$ cat src/rtl/design_mux_ctrl.sv
// Wishbone-controlled pad multiplexer: routes one of NUM_DESIGNS design buses onto
// the shared pads, with a sequenced quiesce/reset/swap FSM and a small register file.
module design_mux_ctrl #(
  parameter int NUM_DESIGNS  = 8,
  parameter int IO_W         = 33,
  parameter int SEL_W        = 5,
  parameter int QUIESCE_CYC  = 16,
  parameter int RST_HOLD_CYC = 8
) (
  input  logic                        wb_clk_i,
  input  logic                        wb_rst_n,
  input  logic                        io_rst_in,
  input  logic [31:0]                 wbs_adr_i,
  input  logic [31:0]                 wbs_dat_i,
  output logic [31:0]                 wbs_dat_o,
  input  logic                        wbs_we_i,
  input  logic                        wbs_cyc_i,
  input  logic                        wbs_stb_i,
  output logic                        wbs_ack_o,
  input  logic [NUM_DESIGNS*IO_W-1:0] design_do,
  input  logic [NUM_DESIGNS*IO_W-1:0] design_oeb,
  output logic [IO_W-1:0]             io_out,
  output logic [IO_W-1:0]             io_oeb,
  output logic [NUM_DESIGNS-1:0]      design_rst,
  output logic [31:0]                 custom_settings,
  output logic                        busy
);

  typedef enum logic [1:0] {
    S_IDLE    = 2'd0,
    S_QUIESCE = 2'd1,
    S_HOLD    = 2'd2
  } state_e;

  localparam int TMAX = (QUIESCE_CYC > RST_HOLD_CYC) ? QUIESCE_CYC : RST_HOLD_CYC;
  localparam int TW   = ($clog2(TMAX) < 1) ? 1 : $clog2(TMAX);
  localparam logic [31:0] INFO_WORD = {8'(NUM_DESIGNS), 8'(IO_W), 16'hA5A5};

  state_e            state_q, state_d;
  logic [TW-1:0]     timer_q, timer_d;
  logic [SEL_W-1:0]  active_sel_q, active_sel_d;
  logic [SEL_W-1:0]  pending_sel_q, pending_sel_d;
  logic              override_act_q, override_act_d;
  logic              rst_override_q, rst_override_d;
  logic [31:0]       settings_q, settings_d;
  logic [31:0]       counter_q, counter_d;
  logic [31:0]       dat_q, dat_d;
  logic              req_q, ack_q;

  logic              accept, wr, switch_req, rst_base;
  logic [SEL_W-1:0]  sel_wr;
  logic [31:0]       rd_data, ctrl_rd;

  // Only address bits 23..20 decode; slot 0 never reaches the pads.
  logic unused_ok;
  assign unused_ok = ^{wbs_adr_i[31:24], wbs_adr_i[19:0],
                       design_do[IO_W-1:0], design_oeb[IO_W-1:0]};

  // A request is taken only when neither the capture stage nor the ack stage is busy.
  assign accept     = wbs_cyc_i & wbs_stb_i & ~req_q & ~ack_q;
  assign wr         = accept & wbs_we_i;
  assign sel_wr     = wbs_dat_i[2 +: SEL_W];
  assign busy       = (state_q != S_IDLE);
  assign switch_req = wr & wbs_adr_i[23] & ~busy & (sel_wr != active_sel_q);
  assign rst_base   = override_act_q ? rst_override_q : io_rst_in;

  assign wbs_dat_o       = dat_q;
  assign wbs_ack_o       = ack_q;
  assign custom_settings = settings_q;

  // NOTE: state registers use non-blocking assignments so every flop samples pre-edge values.
  always_ff @(posedge wb_clk_i or negedge wb_rst_n) begin
    if (!wb_rst_n) begin
      state_q        <= S_IDLE;
      timer_q        <= '0;
      active_sel_q   <= '0;
      pending_sel_q  <= '0;
      override_act_q <= 1'b0;
      rst_override_q <= 1'b1;
      settings_q     <= '0;
      counter_q      <= '0;
      dat_q          <= '0;
      req_q          <= 1'b0;
      ack_q          <= 1'b0;
    end else begin
      state_q        <= state_d;
      timer_q        <= timer_d;
      active_sel_q   <= active_sel_d;
      pending_sel_q  <= pending_sel_d;
      override_act_q <= override_act_d;
      rst_override_q <= rst_override_d;
      settings_q     <= settings_d;
      counter_q      <= counter_d;
      dat_q          <= dat_d;
      req_q          <= accept;
      ack_q          <= req_q;
    end
  end

  always_comb begin
    ctrl_rd = '0;
    ctrl_rd[2*SEL_W+2:0] = {busy, pending_sel_q, active_sel_q, rst_override_q, override_act_q};
    if (wbs_adr_i[23])      rd_data = ctrl_rd;
    else if (wbs_adr_i[22]) rd_data = counter_q;
    else if (wbs_adr_i[21]) rd_data = settings_q;
    else if (wbs_adr_i[20]) rd_data = INFO_WORD;
    else                    rd_data = '1;
  end

  // NOTE: every combinational output gets a default first so no path infers a latch.
  always_comb begin
    override_act_d = override_act_q;
    rst_override_d = rst_override_q;
    pending_sel_d  = pending_sel_q;
    settings_d     = settings_q;
    counter_d      = counter_q + 32'd1;
    dat_d          = dat_q;
    if (accept) dat_d = rd_data;
    if (wr) begin
      if (wbs_adr_i[23]) begin
        override_act_d = wbs_dat_i[0];
        rst_override_d = wbs_dat_i[1];
        if (switch_req) pending_sel_d = sel_wr;
      end else if (wbs_adr_i[22]) begin
        counter_d = wbs_dat_i;
      end else if (wbs_adr_i[21]) begin
        settings_d = wbs_dat_i;
      end
    end
  end

  always_comb begin
    state_d      = state_q;
    timer_d      = timer_q;
    active_sel_d = active_sel_q;
    case (state_q)
      S_IDLE: begin
        if (switch_req) begin
          state_d = S_QUIESCE;
          timer_d = TW'(QUIESCE_CYC - 1);
        end
      end
      S_QUIESCE: begin
        if (timer_q == '0) begin
          active_sel_d = pending_sel_q;
          state_d      = S_HOLD;
          timer_d      = TW'(RST_HOLD_CYC - 1);
        end else begin
          timer_d = timer_q - TW'(1);
        end
      end
      S_HOLD: begin
        if (timer_q == '0) state_d = S_IDLE;
        else               timer_d = timer_q - TW'(1);
      end
      default: state_d = S_IDLE;
    endcase
  end

  // Out-of-range and slot-0 selects match no slot, leaving pads tri-stated and resets asserted.
  always_comb begin
    io_out     = '0;
    io_oeb     = '1;
    design_rst = '1;
    if (!busy) begin
      for (int k = 1; k < NUM_DESIGNS; k++) begin
        if (active_sel_q == SEL_W'(k)) begin
          io_out        = design_do[k*IO_W +: IO_W];
          io_oeb        = design_oeb[k*IO_W +: IO_W];
          design_rst[k] = rst_base;
        end
      end
    end
  end

endmodule

$ cat config.mk
export PLATFORM = sky130hd
export DESIGN_NAME = design_mux_ctrl
export DESIGN_NICKNAME = d
export VERILOG_FILES = /design/src/rtl/design_mux_ctrl.sv
export SDC_FILE = /design/constraint.sdc
export NUM_CORES = 1
export LEC_CHECK = 0
export CAP_MARGIN = 10
export CORE_AREA = 10 10 281 283
export CTS_BUF_LIST = sky130_fd_sc_hd__clkbuf_8 sky130_fd_sc_hd__clkbuf_16
export DETAILED_ROUTE_END_ITERATION = 8
export DIE_AREA = 0 0 291 293
export HOLD_SLACK_MARGIN = 0.02
export SETUP_SLACK_MARGIN = 0.02
export SYNTH_ARGS = -nofsm -noshare
export SYNTH_HDL_FRONTEND = slang
export SYNTH_SLANG_ARGS = --single-unit
export TNS_END_PERCENT = 1
$ cat constraint.sdc
create_clock -name wb_clk_i -period 3.8 [get_ports wb_clk_i]
set_input_delay 0.76 -clock wb_clk_i [delete_from_list [all_inputs] [get_ports wb_clk_i]]
set_output_delay 0.76 -clock wb_clk_i [all_outputs]
set_load 0.02 [all_outputs]
; Word-level counts from Yosys, hierarchy flattened
; Index checks and enable logic that the tools add are counted.
[word_totals]
reg_bits = 116
elab_cells = 89
[classes]
n_addsub = 2
n_eq_ne = 14
mux = 40
bitwise_logic = 12
reduce_logical = 10
[ops]
columns = operator, n
row1 = $mux 33, 16
row2 = $mux 32, 7
row3 = $add 32x1->32 const B, 1
row4 = $eq 5x3->1 const B, 4
row5 = $mux 4, 3
row6 = $pmux 4 s3, 1
row7 = $eq 5x2->1 const B, 2
row8 = $reduce_and 3->1, 3
row9 = $mux 1, 8
row10 = $ne 2x2->1 const B, 4
row11 = $and 1x1->1, 7
row12 = $mux 7, 1
row13 = $mux 2, 3
row14 = $pmux 2 s3, 1
row15 = $eq 5x1->1 const B, 1
row16 = $ne 5x5->1, 1
row17 = $not 1->1, 5
row18 = $logic_not 4->1, 1
row19 = $reduce_and 2->1, 2
row20 = $reduce_and 4->1, 1
row21 = $sub 4x1->4 const B, 1
row22 = $reduce_bool 3->1, 1
row23 = $eq 2x1->1 const B, 1
row24 = $eq 2x2->1 const B, 1
row25 = other kinds (2), 2

; Depth between registers and ports, before layout
[logic_depth]
word_depth = 9
depth_mapped = 7

; Least setup slack after synthesis
; OpenSTA, ideal clock, no wires.
[synth_path]
path_type = input to output
from = input port io_rst_in
to = output port design_rst[6]
arrival_time_ns = 1.712
t_required_ns = 3.040
setup_slack_ns = 1.328
stages = 4
n_path_buf = 0
path_cell_list = nor2b_1 -> a211oi_1 -> nor2b_1 -> nand3_1
[synth_between]
elab_chain_len = 3
[synth_rtl]
columns = item, line_no
row1 = start: declaration, 12  ; input logic io_rst_in,
row2 = $mux 1, 65  ; assign rst_base = override_act_q ? rst_override_q : io_rst_in;
row3 = $mux 1, 167  ; if (active_sel_q == SEL_W'(k)) begin
row4 = $mux 7, 165  ; if (!busy) begin
row5 = end: declaration, 24  ; output logic [NUM_DESIGNS-1:0] design_rst,
; No other way between the ends.

; Final worst setup path
[layout_path]
from = register active_sel_q[2]
to = output port io_out[7]
[layout_between]
elab_chain_len = 9
word_cells_on_any_way = 15
[layout_rtl]
columns = item, line_no
row1 = start: declaration, 41  ; logic [SEL_W-1:0] active_sel_q, active_sel_d;
row2 = start signal: assignment, 88  ; active_sel_q <= active_sel_d;
row3 = $eq 5x1->1, 167
row4 = $mux 33 (6 in series), 167
row5 = $mux 33 *, 167
row6 = $mux 33 *, 165
row7 = end: declaration, 22  ; output logic [IO_W-1:0] io_out,
; Mark *: on every way between the ends. The rest lies on a longest branch, timed or not.

==> flow_metrics.tcl <==
set metrics [dict create \
    cpMostUsedCell "a21oi_1" \
    drive_gt1_share_pct 14.09 \
    first_pass_iters 5 \
    post-place-cells 2635 \
    startpoint_type "register" \
    ys.flop_type "dfrtp_1" \
    clk_latency_ps 410 \
    switchingPower_w 0.002684 \
    first_iter_violations 766 \
    finalHoldViolCount 0 \
    fin_nets 2294 \
    layout_commonest_cell "clkdlybuf4s50_1" \
    clkSlewWorstSetupHoldPaths_ps 60 \
    fp.dieW_um 291 \
    pwr-share-seq_pct 28.3 \
    critical_path.max_stage_delay_ps 690 \
    hpwlAfterDp_um 60000 \
    fin_skew_ps 9.466 \
    power_density_nw_per_um2 383.9 \
    worst_pin_slew_ps 900.4 \
    tns_ps 0 \
    finalInstanceArea_um2 17690 \
    overflow 0 \
    synthArstFlopShare_pct 100.0 \
    post_synth.cell_area_avg_um2 8.661 \
    drtAntennaViolNets 0 \
    die-area_um2 85260 \
    ys_ff_latch 116 \
    ios 738 \
    finalSetupViolCount 0 \
    crit_chain "nor3_1 -> buf_4 -> and3b_4 -> a21oi_1 -> a21oi_1 -> clkdlybuf4s50_1" \
    cts_buffers 17 \
    route.detailed.drc 0 \
    place_ws_ps 401.6 \
    clock_path_buffers 2 \
    p_comb_share_pct 49.4 \
    root_buffer "clkbuf_16" \
    grt_pass1_vias 11510 \
    min_to "wbs_ack_o" \
    yosysUniqueCellTypes 61 \
    clkPwrFrac_pct 22.3 \
    arrival_ps 2900 \
    switching_share_pct 39.53 \
    ys_warn_count 0 \
    initial_core_util_pct 12.60 \
    period_minus_slack_ps 3656 \
    syn_to_final_growth_pct 90.89 \
    r2r-start "state_q[1]" \
    synth_fp_nets 1674 \
    rows 100 \
    ir_worst_vdd_uv 456.3 \
    cp_data_required_time_ps 3040 \
    r2r.worst_path.cells 7 \
    crit_slowest_cell "clkdlybuf4s50_1" \
    fin_ws_ps 144.4 \
    track_usage_pct 15.43 \
    via_count 11270 \
    grt_start_max_net_pins 58 \
    layout_common_cells "clkdlybuf4s50_1 (596), a21oi_1 (141), dfrtp_1 (113)" \
    grt_antenna_before_repair 25 \
    synth_area_um2 9268 \
    place.gp.congestion 0.9130 \
    clock_sinks 116 \
    cts_max_level 4 \
    rrSetupSlack_ps 1390 \
    hold_buffers 0 \
    synth_cells 1070 \
    p_leak_nw 6.329 \
    max-cap-violations 0 \
    die_h_um 293 \
    coreArea_um2 73570 \
    io_buffer_count 642 \
    hp-class "register to register" \
    slew_violations 0 \
    whs_path_depth 0 \
    status "finished clean" \
    intPower_w 0.004107 \
    avgViaCountPerCell 4.199 \
    path_class "register to primary output" \
    regToRegEndpoint "timer_q[1]" \
    finalWirelength_um 70220 \
    wl_per_cell_um 26.16 \
    min-delay-start "req_q" \
    rsz0062_at_grt "yes" \
    cts_tree "yes" \
    max_freq_mhz 273.6 \
    grt_pass1_wl_um 94730 \
    post-route-period-util_pct 96.20 \
    end_kind "primary output" \
    crit_fanout 19 \
    fin_cells 2684 \
    synth-edff-count 0 \
    seq_area_frac_synth_pct 31.34 \
    maxSlewHeadroom_pct 39.32 \
    dpl_cell_area_um2 17050 \
]
[timing repair]
action                                  4_1_cts  5_1_grt
pin swaps                                     0        0
endpoints found under the setup margin        3       10
buffers inserted                              0        5
resized for setup                             3        1
[registers in the layout, indices dropped and copies added (netlist names)]
register	flops
counter_q	32
custom_settings	32
wbs_dat_o	32
active_sel_q	5
pending_sel_q	5
timer_q	4
state_q	2
override_act_q	1
req_q	1
rst_override_q	1
wbs_ack_o	1
[metal layers]
| metal | part of all wire [%] | up-vias | track usage (%) | routed length [um] |
|---|---|---|---|---|
| li1 | - | 5251 | - | - |
| met1 | 38 | 5435 | 16.71 | 26350 |
| met2 | 51 | 502 | 28.15 | 35730 |
| met3 | 9.1 | 73 | 5.714 | 6378 |
| met4 | 2.4 | 8 | 3.471 | 1711 |
| met5 | 0.066 | - | 0 | 46 |
[power by group through the flow]
stage	Clock, W	Sequential (W)	Combinational (W)
after floorplan	0	0.00198	0.00140
after global placement	0	0.00195	0.00337
after detailed placement	0	0.00195	0.00337
after CTS	0.00154	0.00193	0.00339
after global routing	0.00161	0.00197	0.00361
final	0.00151	0.00193	0.00335
[layout make-up]
cell class	count	area [um^2]
Tap cell	969	1212
Clock inverter	15	132.6
Antenna cell	12	30.03
Inverter	13	48.80
Sequential cell	116	2912
Fill cell	8071	55880
Timing Repair Buffer	700	7044
Multi-Input combinational cell	842	5886
Clock buffer	17	425.4
[cell usage after synthesis (2+ instances only)]
cell      count  area [um^2]
a22oi_1      18        135.1
ha_1          6        75.07
o21ai_0     100        500.5
nand2b_1      3        18.77
nand3_1      12        60.06
inv_2         2        7.510
mux2i_1      99        991.0
mux2_4        2        30.03
buf_6         5        56.30
o21ai_1      10        50.05
mux2_1        3        33.78
o22a_1       21        183.9
o211ai_1      2        15.01
nor2_1      100        375.4
and2_1        5        31.28
and3_1        5        31.28
o31ai_1       7        52.55
nor3_2        3        30.03
inv_1        11        41.29
buf_2        35        175.2
mux2_2       76        855.8
o221ai_1     33        289.0
xnor2_1      27        236.5
buf_4         5        37.54
a221o_1      33        330.3
o22ai_1      14        87.58
o21a_1        2        15.01
a21oi_1     141        705.7
nand4_1       3        18.77
xor2_1        7        61.31
and4_1        4        35.03
nand2_1      67        251.5
dfrtp_1     115         2878
buf_1         5        18.77
nor2b_1       7        43.79
nor3_1       10        50.05
clkbuf_1     48        180.2
[how the worst max path moves through the flow]
stage	from	to	slack [ps]	cells after the start
finish	active_sel_q[2]	io_out[7]	140	6
global route	active_sel_q[4]	design_rst[7]	10	7
CTS	active_sel_q[0]	io_oeb[24]	20	6
detailed placement	design_oeb[160]	io_oeb[28]	400	6
global placement	design_oeb[160]	io_oeb[28]	380	6
floorplan	io_rst_in	design_rst[6]	1330	4
[cells by family (layout without fill, tap and decap cells)]
group,Yosys count,after routing,synth area share [%]
and+or+nand+nor,231,231,11.71
muxes,180,180,20.62
buffers and inverters,112,745,5.630
DFF,116,116,31.34
xor gates and xnor gates,34,34,3.213
adders and majority gates,6,6,0.8100
other,1,13,0.04046
AOI/OAI and AO/OA,390,390,26.65
[stage by stage]
step	hold slack, ps	power [W]	utilization (%)
global route	402.7	0.007184	24.02
global placement	397.0	0.005320	23.17
detailed placement	381.7	0.005325	23.17
floorplan	347.1	0.003383	-
CTS	398.8	0.006869	23.95
finish	395.1	0.006791	24.05
[critical path, delay by kind of cell (launching register included)]
| kind | cells | cell delay (ps) |
|---|---|---|
| AO/OA/AOI/OAI | 2 | 450 |
| AND/OR/NAND/NOR | 2 | 620 |
| buffers and inverters | 2 | 910 |
| flip-flops | 1 | 470 |
Power figures use the tool's default switching activity.
